===== config.mk =====
export PLATFORM = sky130hd
export DESIGN_NAME = memory_stage_flat
export DESIGN_NICKNAME = d
export VERILOG_FILES = /design/src/rtl/memory_stage_if.sv /design/src/rtl/memory_stage.sv /design/src/flat_wrapper.sv
export SDC_FILE = /design/constraint.sdc
export NUM_CORES = 1
export LEC_CHECK = 0
export CORE_AREA = 8 8 188 190
export CTS_CLUSTER_DIAMETER = 30
export DETAILED_ROUTE_END_ITERATION = 10
export DIE_AREA = 0 0 196 198
export PLACE_DENSITY = 0.71
export SLEW_MARGIN = 20
export SYNTH_ARGS = -nofsm -noshare
export SYNTH_HDL_FRONTEND = slang
export SYNTH_SLANG_ARGS = --single-unit

===== constraint.sdc =====
create_clock -name clk -period 2.1 [get_ports clk]
set_clock_uncertainty 0.1 [all_clocks]
set_input_delay 0.42 -clock clk [delete_from_list [all_inputs] [get_ports clk]]
set_output_delay 0.42 -clock clk [all_outputs]
set_load 0.02 [all_outputs]

===== src/rtl/memory_stage_if.sv =====
// Data-cache request/acknowledge port of the MEM stage.
// master : the MEM stage; drives dc_req/dc_we/dc_addr/dc_size/dc_wdata and takes dc_ack/dc_rdata.
// slave  : the data cache; the reverse directions.
// dc_size encodes 0=byte 1=half 2=word 3=double. Data is right-justified in both directions.
interface memory_stage_if #(
  parameter int unsigned ADDR_WIDTH = 64,
  parameter int unsigned DATA_WIDTH = 64
);
  logic                  dc_req;
  logic                  dc_we;
  logic [ADDR_WIDTH-1:0] dc_addr;
  logic [1:0]            dc_size;
  logic [DATA_WIDTH-1:0] dc_wdata;
  logic                  dc_ack;
  logic [DATA_WIDTH-1:0] dc_rdata;

  modport master (
    output dc_req, dc_we, dc_addr, dc_size, dc_wdata,
    input  dc_ack, dc_rdata
  );

  modport slave (
    input  dc_req, dc_we, dc_addr, dc_size, dc_wdata,
    output dc_ack, dc_rdata
  );
endinterface


===== src/rtl/memory_stage.sv =====
// MEM stage of the SPARC pipeline. Takes Execute's result bundle, performs loads/stores over
// the data-cache port and emits one registered writeback bundle per instruction.
// Ports:
//   clk, reset          clock (posedge) and asynchronous active-low reset
//   MEM_*_in            result bundle from Execute (held stable while mem_ready=0)
//   mem_ready           1 = the bundle is accepted on the current edge
//   dc                  data-cache port (memory_stage_if.master)
//   WB_*                writeback bundle, WB_valid pulses for one cycle per instruction
//   mem_trap            misaligned access, pulses together with WB_valid
module memory_stage #(
  parameter int unsigned ADDR_WIDTH = 64,
  parameter int unsigned DATA_WIDTH = 64
) (
  input  logic                 clk,
  input  logic                 reset,
  input  logic [63:0]          MEM_alures_in,
  input  logic [63:0]          MEM_valD_in,
  input  logic [1:0]           MEM_op_in,
  input  logic [2:0]           MEM_op2_in,
  input  logic [5:0]           MEM_op3_in,
  input  logic [4:0]           MEM_rd_in,
  input  logic                 MEM_regWrite_in,
  input  logic                 MEM_regWriteDouble_in,
  input  logic                 MEM_icc_write_in,
  input  logic                 MEM_Y_write_in,
  input  logic [3:0]           MEM_icc_in,
  input  logic [31:0]          MEM_Y_in,
  output logic                 mem_ready,
  memory_stage_if.master       dc,
  output logic                 WB_valid,
  output logic [4:0]           WB_rd,
  output logic [63:0]          WB_data,
  output logic                 WB_regWrite,
  output logic                 WB_regWriteDouble,
  output logic [3:0]           WB_icc,
  output logic                 WB_icc_write,
  output logic [31:0]          WB_Y,
  output logic                 WB_Y_write,
  output logic                 mem_trap
);
  localparam logic [5:0] Op3Ld   = 6'b000000;
  localparam logic [5:0] Op3Ldub = 6'b000001;
  localparam logic [5:0] Op3Lduh = 6'b000010;
  localparam logic [5:0] Op3Ldd  = 6'b000011;
  localparam logic [5:0] Op3St   = 6'b000100;
  localparam logic [5:0] Op3Stb  = 6'b000101;
  localparam logic [5:0] Op3Sth  = 6'b000110;
  localparam logic [5:0] Op3Std  = 6'b000111;
  localparam logic [5:0] Op3Ldsb = 6'b001001;
  localparam logic [5:0] Op3Ldsh = 6'b001010;

  typedef enum logic [0:0] {StIdle, StAccess} state_e;

  state_e                state_q;
  logic [ADDR_WIDTH-1:0] addr_q;
  logic [1:0]            size_q;
  logic                  we_q;
  logic [DATA_WIDTH-1:0] wdata_q;
  logic [5:0]            op3_q;
  logic                  pend_rw_q;
  logic                  pend_rwd_q;

  // Instruction decode of the incoming bundle.
  logic        is_load, is_store, is_mem, is_bubble, misaligned;
  logic [1:0]  size;
  logic [63:0] wdata_fmt;

  always_comb begin
    is_load  = 1'b0;
    is_store = 1'b0;
    size     = 2'd0;
    case (MEM_op3_in)
      Op3Ld:   begin is_load  = 1'b1; size = 2'd2; end
      Op3Ldub: begin is_load  = 1'b1; size = 2'd0; end
      Op3Lduh: begin is_load  = 1'b1; size = 2'd1; end
      Op3Ldd:  begin is_load  = 1'b1; size = 2'd3; end
      Op3Ldsb: begin is_load  = 1'b1; size = 2'd0; end
      Op3Ldsh: begin is_load  = 1'b1; size = 2'd1; end
      Op3St:   begin is_store = 1'b1; size = 2'd2; end
      Op3Stb:  begin is_store = 1'b1; size = 2'd0; end
      Op3Sth:  begin is_store = 1'b1; size = 2'd1; end
      Op3Std:  begin is_store = 1'b1; size = 2'd3; end
      default: ;
    endcase
    is_mem    = (MEM_op_in == 2'b11) && (is_load || is_store);
    is_bubble = (MEM_op_in == 2'b00) && (MEM_op2_in == 3'b100) && (MEM_rd_in == 5'd0);
    case (size)
      2'd1:    misaligned = MEM_alures_in[0];
      2'd2:    misaligned = |MEM_alures_in[1:0];
      2'd3:    misaligned = |MEM_alures_in[2:0];
      default: misaligned = 1'b0;
    endcase
    case (size)
      2'd0:    wdata_fmt = {56'd0, MEM_valD_in[7:0]};
      2'd1:    wdata_fmt = {48'd0, MEM_valD_in[15:0]};
      2'd2:    wdata_fmt = {32'd0, MEM_valD_in[31:0]};
      default: wdata_fmt = MEM_valD_in;
    endcase
  end

  // Load result formatting against the latched opcode.
  logic [63:0] rdata;
  logic [63:0] load_fmt;

  assign rdata = 64'(dc.dc_rdata);

  always_comb begin
    case (op3_q)
      Op3Ldub: load_fmt = {56'd0, rdata[7:0]};
      Op3Lduh: load_fmt = {48'd0, rdata[15:0]};
      Op3Ldsb: load_fmt = {{56{rdata[7]}}, rdata[7:0]};
      Op3Ldsh: load_fmt = {{48{rdata[15]}}, rdata[15:0]};
      Op3Ldd:  load_fmt = rdata;
      default: load_fmt = {32'd0, rdata[31:0]};
    endcase
  end

  assign mem_ready   = (state_q == StIdle);
  assign dc.dc_req   = (state_q == StAccess);
  assign dc.dc_we    = we_q;
  assign dc.dc_addr  = addr_q;
  assign dc.dc_size  = size_q;
  assign dc.dc_wdata = wdata_q;

  always_ff @(posedge clk or negedge reset) begin
    if (!reset) begin
      state_q           <= StIdle;
      addr_q            <= '0;
      size_q            <= 2'd0;
      we_q              <= 1'b0;
      wdata_q           <= '0;
      op3_q             <= 6'd0;
      pend_rw_q         <= 1'b0;
      pend_rwd_q        <= 1'b0;
      WB_valid          <= 1'b0;
      WB_rd             <= 5'd0;
      WB_data           <= 64'd0;
      WB_regWrite       <= 1'b0;
      WB_regWriteDouble <= 1'b0;
      WB_icc            <= 4'd0;
      WB_icc_write      <= 1'b0;
      WB_Y              <= 32'd0;
      WB_Y_write        <= 1'b0;
      mem_trap          <= 1'b0;
    end else begin
      WB_valid <= 1'b0;
      mem_trap <= 1'b0;
      unique case (state_q)
        StIdle: begin
          // Sideband fields are taken now; data and regWrite follow on ack for mem ops.
          WB_icc <= MEM_icc_in;
          WB_Y   <= MEM_Y_in;
          if (is_mem && misaligned) begin
            WB_valid          <= 1'b1;
            mem_trap          <= 1'b1;
            WB_rd             <= MEM_rd_in;
            WB_data           <= MEM_alures_in;
            WB_regWrite       <= 1'b0;
            WB_regWriteDouble <= 1'b0;
            WB_icc_write      <= 1'b0;
            WB_Y_write        <= 1'b0;
          end else if (is_mem) begin
            state_q      <= StAccess;
            addr_q       <= MEM_alures_in[ADDR_WIDTH-1:0];
            size_q       <= size;
            we_q         <= is_store;
            wdata_q      <= DATA_WIDTH'(wdata_fmt);
            op3_q        <= MEM_op3_in;
            pend_rw_q    <= is_load && MEM_regWrite_in;
            pend_rwd_q   <= (MEM_op3_in == Op3Ldd);
            // LDD targets an even/odd pair; an odd rd names the pair's even register.
            WB_rd        <= (MEM_op3_in == Op3Ldd) ? {MEM_rd_in[4:1], 1'b0} : MEM_rd_in;
            WB_icc_write <= MEM_icc_write_in;
            WB_Y_write   <= MEM_Y_write_in;
          end else begin
            WB_valid          <= !is_bubble;
            WB_rd             <= MEM_rd_in;
            WB_data           <= MEM_alures_in;
            WB_regWrite       <= MEM_regWrite_in && !is_bubble;
            WB_regWriteDouble <= MEM_regWriteDouble_in && !is_bubble;
            WB_icc_write      <= MEM_icc_write_in && !is_bubble;
            WB_Y_write        <= MEM_Y_write_in && !is_bubble;
          end
        end
        StAccess: begin
          if (dc.dc_ack) begin
            state_q           <= StIdle;
            we_q              <= 1'b0;
            WB_valid          <= 1'b1;
            WB_data           <= we_q ? 64'(addr_q) : load_fmt;
            WB_regWrite       <= pend_rw_q;
            WB_regWriteDouble <= pend_rwd_q;
          end
        end
        default: state_q <= StIdle;
      endcase
    end
  end
endmodule


===== src/flat_wrapper.sv =====
// flat-port wrapper written by rule: the top's interface ports become plain ports
module memory_stage_flat 
#(
  parameter int unsigned ADDR_WIDTH = 64,
  parameter int unsigned DATA_WIDTH = 64
)
  (clk, reset, MEM_alures_in, MEM_valD_in, MEM_op_in, MEM_op2_in, MEM_op3_in, MEM_rd_in, MEM_regWrite_in, MEM_regWriteDouble_in, MEM_icc_write_in, MEM_Y_write_in, MEM_icc_in, MEM_Y_in, mem_ready, WB_valid, WB_rd, WB_data, WB_regWrite, WB_regWriteDouble, WB_icc, WB_icc_write, WB_Y, WB_Y_write, mem_trap, dc_dc_req, dc_dc_we, dc_dc_addr, dc_dc_size, dc_dc_wdata, dc_dc_ack, dc_dc_rdata);
  memory_stage_if #(.ADDR_WIDTH(ADDR_WIDTH), .DATA_WIDTH(DATA_WIDTH)) dc_i ();
  input  logic clk;
  input  logic reset;
  input  logic [63:0] MEM_alures_in;
  input  logic [63:0] MEM_valD_in;
  input  logic [1:0] MEM_op_in;
  input  logic [2:0] MEM_op2_in;
  input  logic [5:0] MEM_op3_in;
  input  logic [4:0] MEM_rd_in;
  input  logic MEM_regWrite_in;
  input  logic MEM_regWriteDouble_in;
  input  logic MEM_icc_write_in;
  input  logic MEM_Y_write_in;
  input  logic [3:0] MEM_icc_in;
  input  logic [31:0] MEM_Y_in;
  output logic mem_ready;
  output logic WB_valid;
  output logic [4:0] WB_rd;
  output logic [63:0] WB_data;
  output logic WB_regWrite;
  output logic WB_regWriteDouble;
  output logic [3:0] WB_icc;
  output logic WB_icc_write;
  output logic [31:0] WB_Y;
  output logic WB_Y_write;
  output logic mem_trap;
  output wire logic [$bits(dc_i.dc_req)-1:0] dc_dc_req;
  output wire logic [$bits(dc_i.dc_we)-1:0] dc_dc_we;
  output wire logic [$bits(dc_i.dc_addr)-1:0] dc_dc_addr;
  output wire logic [$bits(dc_i.dc_size)-1:0] dc_dc_size;
  output wire logic [$bits(dc_i.dc_wdata)-1:0] dc_dc_wdata;
  input wire logic [$bits(dc_i.dc_ack)-1:0] dc_dc_ack;
  input wire logic [$bits(dc_i.dc_rdata)-1:0] dc_dc_rdata;
  assign dc_dc_req = dc_i.dc_req;
  assign dc_dc_we = dc_i.dc_we;
  assign dc_dc_addr = dc_i.dc_addr;
  assign dc_dc_size = dc_i.dc_size;
  assign dc_dc_wdata = dc_i.dc_wdata;
  assign dc_i.dc_ack = dc_dc_ack;
  assign dc_i.dc_rdata = dc_dc_rdata;
  memory_stage #(.ADDR_WIDTH(ADDR_WIDTH), .DATA_WIDTH(DATA_WIDTH)) u_core (.clk(clk), .reset(reset), .MEM_alures_in(MEM_alures_in), .MEM_valD_in(MEM_valD_in), .MEM_op_in(MEM_op_in), .MEM_op2_in(MEM_op2_in), .MEM_op3_in(MEM_op3_in), .MEM_rd_in(MEM_rd_in), .MEM_regWrite_in(MEM_regWrite_in), .MEM_regWriteDouble_in(MEM_regWriteDouble_in), .MEM_icc_write_in(MEM_icc_write_in), .MEM_Y_write_in(MEM_Y_write_in), .MEM_icc_in(MEM_icc_in), .MEM_Y_in(MEM_Y_in), .mem_ready(mem_ready), .dc(dc_i), .WB_valid(WB_valid), .WB_rd(WB_rd), .WB_data(WB_data), .WB_regWrite(WB_regWrite), .WB_regWriteDouble(WB_regWriteDouble), .WB_icc(WB_icc), .WB_icc_write(WB_icc_write), .WB_Y(WB_Y), .WB_Y_write(WB_Y_write), .mem_trap(mem_trap));
endmodule

==> reports/summary.txt, run 1 <==
Type of destination of the critical path = flip-flop
Initial antenna violation count = 5
Tcrit/Tclk final = 98.8%
Pin count of the biggest net entering global routing = 66
Met3 demand-to-capacity share in global routing = 7.91%
Final std cell area, no fill = 0.0196 mm²
Root Buffer Master = sky130_fd_sc_hd__clkbuf_16
Library cell occupying the most area in the post-synthesis netlist = sky130_fd_sc_hd__dfrtp_1
CTS tree = built
Destination of the worst register-to-register timing path = u_core.dc.dc_addr[23]
Master of the slowest instance on the critical path = sky130_fd_sc_hd__dfrtp_4
RSZ-0062 raised after global routing = yes
Max clock buf depth = 3
Worst reg2reg path depth = 7
Worst slew slack as a fraction of its limit = 60.7%
Synthesized netlist net count = 1211
Overflow left after global routing = 0
Highest ir drop seen on vdd = 0.645 mV
Synthesized area per cell = 11.6 µm²
Leading post-synthesis cells by cell area = sky130_fd_sc_hd__dfrtp_1 (56%), sky130_fd_sc_hd__mux2_2 (16%), sky130_fd_sc_hd__o21ai_0 (6.5%)
Most used flip-flop cell after synthesis = sky130_fd_sc_hd__dfrtp_1
Post-DP HPWL = 31700 µm
Class of the most critical hold timing path = input port to async pin
Synthesized netlist cell count = 960
Final number of hold-violating endpoints = 0
EDFF count, synth = 0
Tightest hold margin = 0.219 ns
Post-synth cell types = 48
Max incr delay on CP = 0.49 ns
Startpoint of the worst-slack reg-to-reg timing path = u_core.dc.dc_req
# rows = 66
Drt first-iter violations = 531
Category of the critical setup timing path = flip-flop to flip-flop
Async set or reset register ratio after synthesis = 100%
Crit-path max FO = 15
Setup slack on the worst flop-to-flop path = 0.03 ns
Area inside the core boundary = 0.0322 mm²
Routed vias/inst = 5.18
Register bit count reported by yosys = 251
Growth of design area from synthesis to finish = 76.0%
Area share of the largest cell type after synthesis = 56.3%
Antenna Nets Post-Route = 0
Number of port buffers = 494
Die Ht = 198 µm
Number of vias in the routed layout = 10200
Width of the die = 196 µm
Detailed Routing Iterations Pass 1 = 5
Power Density = 1050 mW/mm²
Clock insertion delay at the later pin of the skew report = 0.56 ns
Max Transition Viols Final = 0
Final Setup Violations = 0
Critical-path cell list = clkinv_2, nand4_1, buf_4, nor2_4, buf_12, bufbuf_16, mux2_2
Area of placed instances = 0.0170 mm²
Share of the core filled with cells in the final layout = 60.9%
Worst slew pin tran = 0.588 ns
Arrival time reported for the critical path endpoint = 2.42 ns
GR met1 Demand/Resource = 25.2%
Peak-usage layer in the global routing report = met2
Number of primary I/O pins = 495
Seq/Total Area, Yosys = 56.3%
Share of cells above drive strength 1 = 24.0%
Starting density of the core = 34.6%
Global-route total usage across every layer = 22.3%
Nets = 1760
Number of buffers added by the clock tree synthesis step = 60
Status = completed
H-tree lvl count = 2
Number of buffers and inverters on the critical path = 4
Detailed-route wire length per cell = 22.7 µm
Wire length of the first global-routing pass = 67700 µm
WL final = 44600 µm
Post-synth design cell area = 0.0111 mm²
Leakage dissipation = 0.00888 µW
Clock input transition at the sequential cells of the worst setup and hold paths = 0.05 ns
Number of remaining DRC errors = 0
Time the final worst path needs with I/O delays and setup = 2.07 ns
Top Family by Delay on Critical Path = buffers and inverters
Number of warnings reported in the yosys synthesis log = 0
Die outline area = 0.0388 mm²
Number of global-route vias before repair = 11200
Maximum clock frequency = 482 MHz
Crit path launch type = flip-flop
Met2 Resource Use GR = 37.5%
GP Congestion = 0.817
Critical Path RT = 2.44 ns
Number of sinks driven by the clock tree = 251
Max-cap violations = 0
Design Power = 20600 µW
CP Depth = 7
flip-flops by register name, summed over array words and instances (netlist names), 2 cells and up:
| signal | cells |
|---|---|
| u_core.dc.dc_addr | 64 |
| u_core.op3_q | 6 |
| u_core.dc.dc_wdata | 64 |
| u_core.dc.dc_size | 2 |
| u_core.WB_Y | 32 |
| u_core.WB_icc | 4 |
| u_core.WB_data | 64 |
| u_core.WB_rd | 5 |
through the flow:
step / std cells / TNS (ns) / setup slack [ns]
finish: 1970 / 0 / 0.0261
global route: 1969 / -0.547 / -0.0328
CTS: 1965 / -0.0123 / -0.0123
detailed placement: 1842 / -129.97 / -0.706
global placement: 1842 / -121.89 / -0.654
floorplan: 960 / -4.85 / -0.0839
cells in the mapped netlist (2+ instances only):
cell type and number:
sky130_fd_sc_hd__a211oi_1 9, sky130_fd_sc_hd__a21oi_1 60, sky130_fd_sc_hd__a22o_1 2, sky130_fd_sc_hd__a22oi_1 47
sky130_fd_sc_hd__a2bb2oi_1 2, sky130_fd_sc_hd__a31oi_1 5, sky130_fd_sc_hd__a32o_1 3, sky130_fd_sc_hd__and2_1 4
sky130_fd_sc_hd__and3_1 3, sky130_fd_sc_hd__buf_1 5, sky130_fd_sc_hd__buf_2 14, sky130_fd_sc_hd__buf_6 7
sky130_fd_sc_hd__clkbuf_1 54, sky130_fd_sc_hd__dfrtp_1 251, sky130_fd_sc_hd__inv_1 4, sky130_fd_sc_hd__mux2_2 156
sky130_fd_sc_hd__mux2_4 11, sky130_fd_sc_hd__mux2i_1 9, sky130_fd_sc_hd__nand2_1 60, sky130_fd_sc_hd__nand2b_1 9
sky130_fd_sc_hd__nand3_1 10, sky130_fd_sc_hd__nand3b_1 2, sky130_fd_sc_hd__nor2_1 35, sky130_fd_sc_hd__nor2b_1 3
sky130_fd_sc_hd__nor3_1 3, sky130_fd_sc_hd__nor4_1 2, sky130_fd_sc_hd__o21a_1 2, sky130_fd_sc_hd__o21ai_0 145
sky130_fd_sc_hd__o21ai_1 8, sky130_fd_sc_hd__o22a_1 16, sky130_fd_sc_hd__or2_1 2
per-layer routing:
| layer | up-vias | routed length [µm] |
|---|---|---|
| met4 | 2 | 1900 |
| met1 | 5044 | 16800 |
| li1 | 4610 | - |
| met3 | 110 | 3940 |
| met5 | - | 13 |
| met2 | 444 | 22000 |
worst max path at each step:
stage | start | end | slack (ns)
4_1_cts | u_core.dc.dc_req | dc_dc_req | -0.01
3_5_place_dp | MEM_op3_in[3] | u_core.WB_data[10] | -0.71
2_1_floorplan | MEM_op3_in[0] | u_core.WB_data[52] | -0.08
6_report | u_core.dc.dc_req | u_core.dc.dc_addr[23] | 0.03
3_3_place_gp | MEM_op3_in[3] | u_core.dc.dc_addr[6] | -0.65
5_1_grt | u_core.dc.dc_req | dc_dc_req | -0.03
logic make-up (layout without fill, tap and decap cells):
group | count (synthesis) | after routing | synth area share, %
AO/OA/AOI/OAI | 305 | 305 | 16.2
XOR/XNOR | 2 | 2 | 0.157
buffers and inverters | 86 | 683 | 3.56
flip-flops | 251 | 251 | 56.3
multiplexers | 176 | 176 | 18.0
other | 0 | 5 | 0
AND/OR/NAND/NOR | 140 | 140 | 5.75
power breakdown:
group	total, µW	leakage, µW	internal [µW]	switching [µW]
Combinational	4250	0.00466	2110	2140
Clock	10300	0.00111	7470	2860
Sequential	5980	0.00311	5500	471
placed cells by master (no fill, tap or decap), types with 3 or more instances in the layout:
cell and instances:
sky130_fd_sc_hd__a21oi_1 58, sky130_fd_sc_hd__nor2_1 33, sky130_fd_sc_hd__diode_2 5, sky130_fd_sc_hd__bufinv_16 16, sky130_fd_sc_hd__nand2b_1 9, sky130_fd_sc_hd__o21ai_1 10
sky130_fd_sc_hd__nor2b_1 3, sky130_fd_sc_hd__clkinvlp_4 5, sky130_fd_sc_hd__o22a_1 16, sky130_fd_sc_hd__mux2_4 24, sky130_fd_sc_hd__nand3_1 10, sky130_fd_sc_hd__a211oi_1 8
sky130_fd_sc_hd__inv_1 4, sky130_fd_sc_hd__dfrtp_1 249, sky130_fd_sc_hd__o21ai_0 141, sky130_fd_sc_hd__and2_1 3, sky130_fd_sc_hd__and3_1 3, sky130_fd_sc_hd__clkinv_2 16
sky130_fd_sc_hd__mux2_2 143, sky130_fd_sc_hd__a22oi_1 47, sky130_fd_sc_hd__clkbuf_8 6, sky130_fd_sc_hd__clkbuf_1 3, sky130_fd_sc_hd__dlymetal6s2s_1 50, sky130_fd_sc_hd__dlygate4sd2_1 87
sky130_fd_sc_hd__clkdlybuf4s50_1 354, sky130_fd_sc_hd__buf_4 47, sky130_fd_sc_hd__buf_12 21, sky130_fd_sc_hd__mux2i_1 9, sky130_fd_sc_hd__a31oi_1 4, sky130_fd_sc_hd__bufbuf_16 4
sky130_fd_sc_hd__nand2_1 60, sky130_fd_sc_hd__clkbuf_16 62
area by class of cell:
class                           instances  area (µm²)
Fill cell                            2569       12600
Antenna cell                            5        12.5
Clock buffer                           71        1650
Timing Repair Buffer                  568        5890
Multi-Input combinational cell        623        4630
Sequential cell                       251        6290
Inverter                                5        20.0
Tap cell                              408         510
Clock inverter                         39         627
what timing repair did:
item / CTS / global route
setup buffers: 8 / 0
gates cloned: 4 / 0
endpoints found under the setup margin: 250 / 136
hold endpoints to repair: 75 / 0
hold buffers: 1 / 0
pin swaps: 6 / 1
resized for setup: 105 / 59
No activity file was read; power rests on OpenSTA's default activity.
==> inputs of run 2 (changes only) <==
--- a/config.mk
+++ b/config.mk
@@ -5,11 +5,12 @@
 export SDC_FILE = /design/constraint.sdc
 export NUM_CORES = 1
 export LEC_CHECK = 0
-export CORE_AREA = 8 8 188 190
+export CORE_AREA = 8 8 186 188
 export CTS_CLUSTER_DIAMETER = 30
 export DETAILED_ROUTE_END_ITERATION = 10
-export DIE_AREA = 0 0 196 198
-export PLACE_DENSITY = 0.71
+export DIE_AREA = 0 0 194 196
+export PLACE_DENSITY = 0.75
+export RECOVER_POWER = 100
 export SLEW_MARGIN = 20
 export SYNTH_ARGS = -nofsm -noshare
 export SYNTH_HDL_FRONTEND = slang
==> constraint.sdc (replaced) <==
create_clock -name clk -period 1.7 [get_ports clk]
set_clock_uncertainty 0.1 [all_clocks]
set_input_delay 0.34 -clock clk [delete_from_list [all_inputs] [get_ports clk]]
set_output_delay 0.34 -clock clk [all_outputs]
set_load 0.02 [all_outputs]
==> run 2 against run 1 <==
The flow now finishes with violations (negative setup slack). Setup slack worse by 0.28 ns. Register-to-register slack worse by 0.28 ns. Critical path depth rose by 1. Critical path type unchanged. Flip-flop and latch count is the same. Clock-buffer cell count is 2 lower.
==> reports/summary.txt, run 2 (synthesis results as in run 1) <==
Arrival time reported for the critical path endpoint = 2.28 ns (-0.14 ns)
Design Power = 24900 µW (+21%)
Critical Path RT = 2.03 ns (-0.41 ns)
Number of vias in the routed layout = 10500 (+3.0%)
Root Buffer Master = sky130_fd_sc_hd__clkbuf_16
Initial antenna violation count = 4 (-1)
Number of primary I/O pins = 495 (unchanged)
Number of sinks driven by the clock tree = 251 (unchanged)
Power Density = 1260 mW/mm² (+20%)
Number of inserted filler cells in the final layout = 2473 (-3.7%)
Drt first-iter violations = 561 (+5.6%)
Max clock buf depth = 3 (unchanged)
Category of the critical setup timing path = flip-flop to flip-flop
Growth of design area from synthesis to finish = 77.2%
Class of the most critical hold timing path = input port to flip-flop
Highest ir drop seen on vdd = 0.908 mV (+41%)
Maximum clock frequency = 513 MHz (+6.4%)
Leakage dissipation = 0.00842 µW (-5.3%)
Final Setup Violations = 206 (+206)
Clock input transition at the sequential cells of the worst setup and hold paths = 0.04 ns (about the same)
Crit path launch type = flip-flop
Routed vias/inst = 5.24 (+1.1%)
GP Congestion = 0.830 (+1.6%)
Status = complete, but fails checks
Post-DP HPWL = 31800 µm (+0.34%)
Detailed-route wire length per cell = 23.5 µm (+3.8%)
Violated checks = negative setup slack
Nets = 1803 (+2.4%)
Pin count of the biggest net entering global routing = 55 (-17%)
Share of the core filled with cells in the final layout = 62.0% (+1.0 points)
Starting density of the core = 35.0% (+0.36 points)
Number of global-route vias before repair = 11700 (+4.5%)
Non-filler instance count after layout = 2007 (+1.9%)
Total negative setup slack = -30.69 ns (-30.69 ns)
Final worst setup slack = -0.250 ns (-0.276 ns)
Number of remaining DRC errors = 0 (unchanged)
Setup slack on the worst flop-to-flop path = -0.25 ns (-0.28 ns)
Width of the die = 194 µm (-1.0%)
Crit-path max FO = 16 (+1)
Die Ht = 196 µm (-1.0%)
Clock insertion delay at the later pin of the skew report = 0.56 ns (about the same)
H-tree lvl count = 2 (unchanged)
Max Transition Viols Final = 0 (unchanged)
Die outline area = 0.0380 mm² (-2.0%)
Overflow left after global routing = 0 (unchanged)
Final std cell area, no fill = 0.0198 mm² (+0.66%)
Detailed Routing Iterations Pass 1 = 5 (unchanged)
Most frequent cells in the layout = sky130_fd_sc_hd__dfrtp_1 (248), sky130_fd_sc_hd__clkdlybuf4s50_1 (240), sky130_fd_sc_hd__clkdlybuf4s15_2 (114)
Time the final worst path needs with I/O delays and setup = 1.95 ns (-0.124 ns)
Worst slew pin tran = 0.722 ns (+0.134 ns)
Global-route total usage across every layer = 23.4% (+1.1 points)
Antenna Nets Post-Route = 0 (unchanged)
Share of cells above drive strength 1 = 37.0% (+13 points)
Tcrit/Tclk final = 115% (+16 points)
Area inside the core boundary = 0.0319 mm² (-1.0%)
CTS tree = built
Number of port buffers = 494 (unchanged)
# rows = 66 (unchanged)
Area of placed instances = 0.0173 mm² (+1.5%)
WL final = 47200 µm (+5.8%)
Most common library cell in the layout ignoring fill and taps = sky130_fd_sc_hd__dfrtp_1
Final number of hold-violating endpoints = 0 (unchanged)
Max-cap violations = 0 (unchanged)
Type of destination of the critical path = flip-flop
Placed Cells = 1868 (+1.4%)
Number of buffers added by the clock tree synthesis step = 57 (-5.0%)
RSZ-0062 raised after global routing = yes
Wire length of the first global-routing pass = 70100 µm (+3.6%)
Worst slew slack as a fraction of its limit = 51.9% (-8.8 points)
## run 2: changes by cell type in the layout (fill, tap and decap cells not counted), moves of 24 or more
cell                              previous run  this run
sky130_fd_sc_hd__mux2_4                     24        72
sky130_fd_sc_hd__o21ai_1                    10        77
sky130_fd_sc_hd__clkbuf_1                    3        62
sky130_fd_sc_hd__clkdlybuf4s50_1           354       240
sky130_fd_sc_hd__mux2_2                    143        95
sky130_fd_sc_hd__clkdlybuf4s15_1             0        24
sky130_fd_sc_hd__clkbuf_2                    0        54
sky130_fd_sc_hd__dlygate4sd2_1              87         3
sky130_fd_sc_hd__clkdlybuf4s15_2             1       114
sky130_fd_sc_hd__dlymetal6s2s_1             50         0
sky130_fd_sc_hd__o21ai_0                   141        73
## run 2: through the flow
step | setup slack, ns | hold slack, ns
2_1_floorplan | -0.404 | -0.0556
3_5_place_dp | -1.09 | 0.195
4_1_cts | -0.227 | 0.141
6_report | -0.250 | 0.132
5_1_grt | -0.315 | 0.139
3_3_place_gp | -1.03 | 0.191
## run 2: path summary, 6_finish.rpt
kind                       cells past startpoint               endpoint             start
max in group asynchronous                      3  u_core.dc.dc_wdata[1]             reset
min                                            3        u_core.op3_q[3]     MEM_op3_in[3]
max                                            8     u_core.WB_data[55]  u_core.dc.dc_req
min reg2reg                                    1        u_core.WB_Y[18]   u_core.WB_Y[18]
min in group asynchronous                      2        u_core.WB_Y[18]             reset
max reg2reg                                    8     u_core.WB_data[55]  u_core.dc.dc_req
## run 2: power breakdown
part           switching, µW  leakage, µW  total, µW  internal, µW
clock network           3530      0.00101      12000          8430
logic                   2810      0.00429       5500          2690
registers                642      0.00311       7440          6800
total                   6980      0.00842      24900         17900
## run 2: metal layers
metal | track usage, % | vias to the layer above | part of all wire (%) | wire length [µm]
met5 | 0 | - | 0.017 | 8
met4 | 10.1 | 2 | 3.4 | 1610
met3 | 7.16 | 110 | 7.7 | 3650
met2 | 40.3 | 480 | 50 | 23800
met1 | 26.7 | 5229 | 38 | 18200
li1 | - | 4694 | - | -
## run 2: timing repair
action                                  CTS  global route
hold endpoints to repair                180             0
setup buffers                            18             3
hold buffers                              1             0
pin swaps                                12             8
gates resized for setup                 769           152
endpoints found under the setup margin  455           320
gates cloned                              7             9
## run 2: worst max-delay path, cell delays in order, from the launching register on
cell and delay, ns:
sky130_fd_sc_hd__dfrtp_4 0.48, sky130_fd_sc_hd__clkinv_2 0.07, sky130_fd_sc_hd__nand4_1 0.12, sky130_fd_sc_hd__buf_6 0.16, sky130_fd_sc_hd__buf_4 0.13, sky130_fd_sc_hd__a2bb2oi_4 0.14, sky130_fd_sc_hd__buf_12 0.14, sky130_fd_sc_hd__clkbuf_16 0.19
sky130_fd_sc_hd__mux2_4 0.30
## run 2: final cells by class
class / count / area [µm²] / area share (%)
Clock buffer: 69 / 1590 / 8.07
Inverter: 5 / 20.0 / 0.101
Antenna cell: 2 / 5.00 / 0.0253
Sequential cell: 251 / 6290 / 31.8
Multi-Input combinational cell: 623 / 4900 / 24.8
Tap cell: 408 / 510 / 2.58
Clock inverter: 35 / 520 / 2.64
Timing Repair Buffer: 614 / 5920 / 30.0
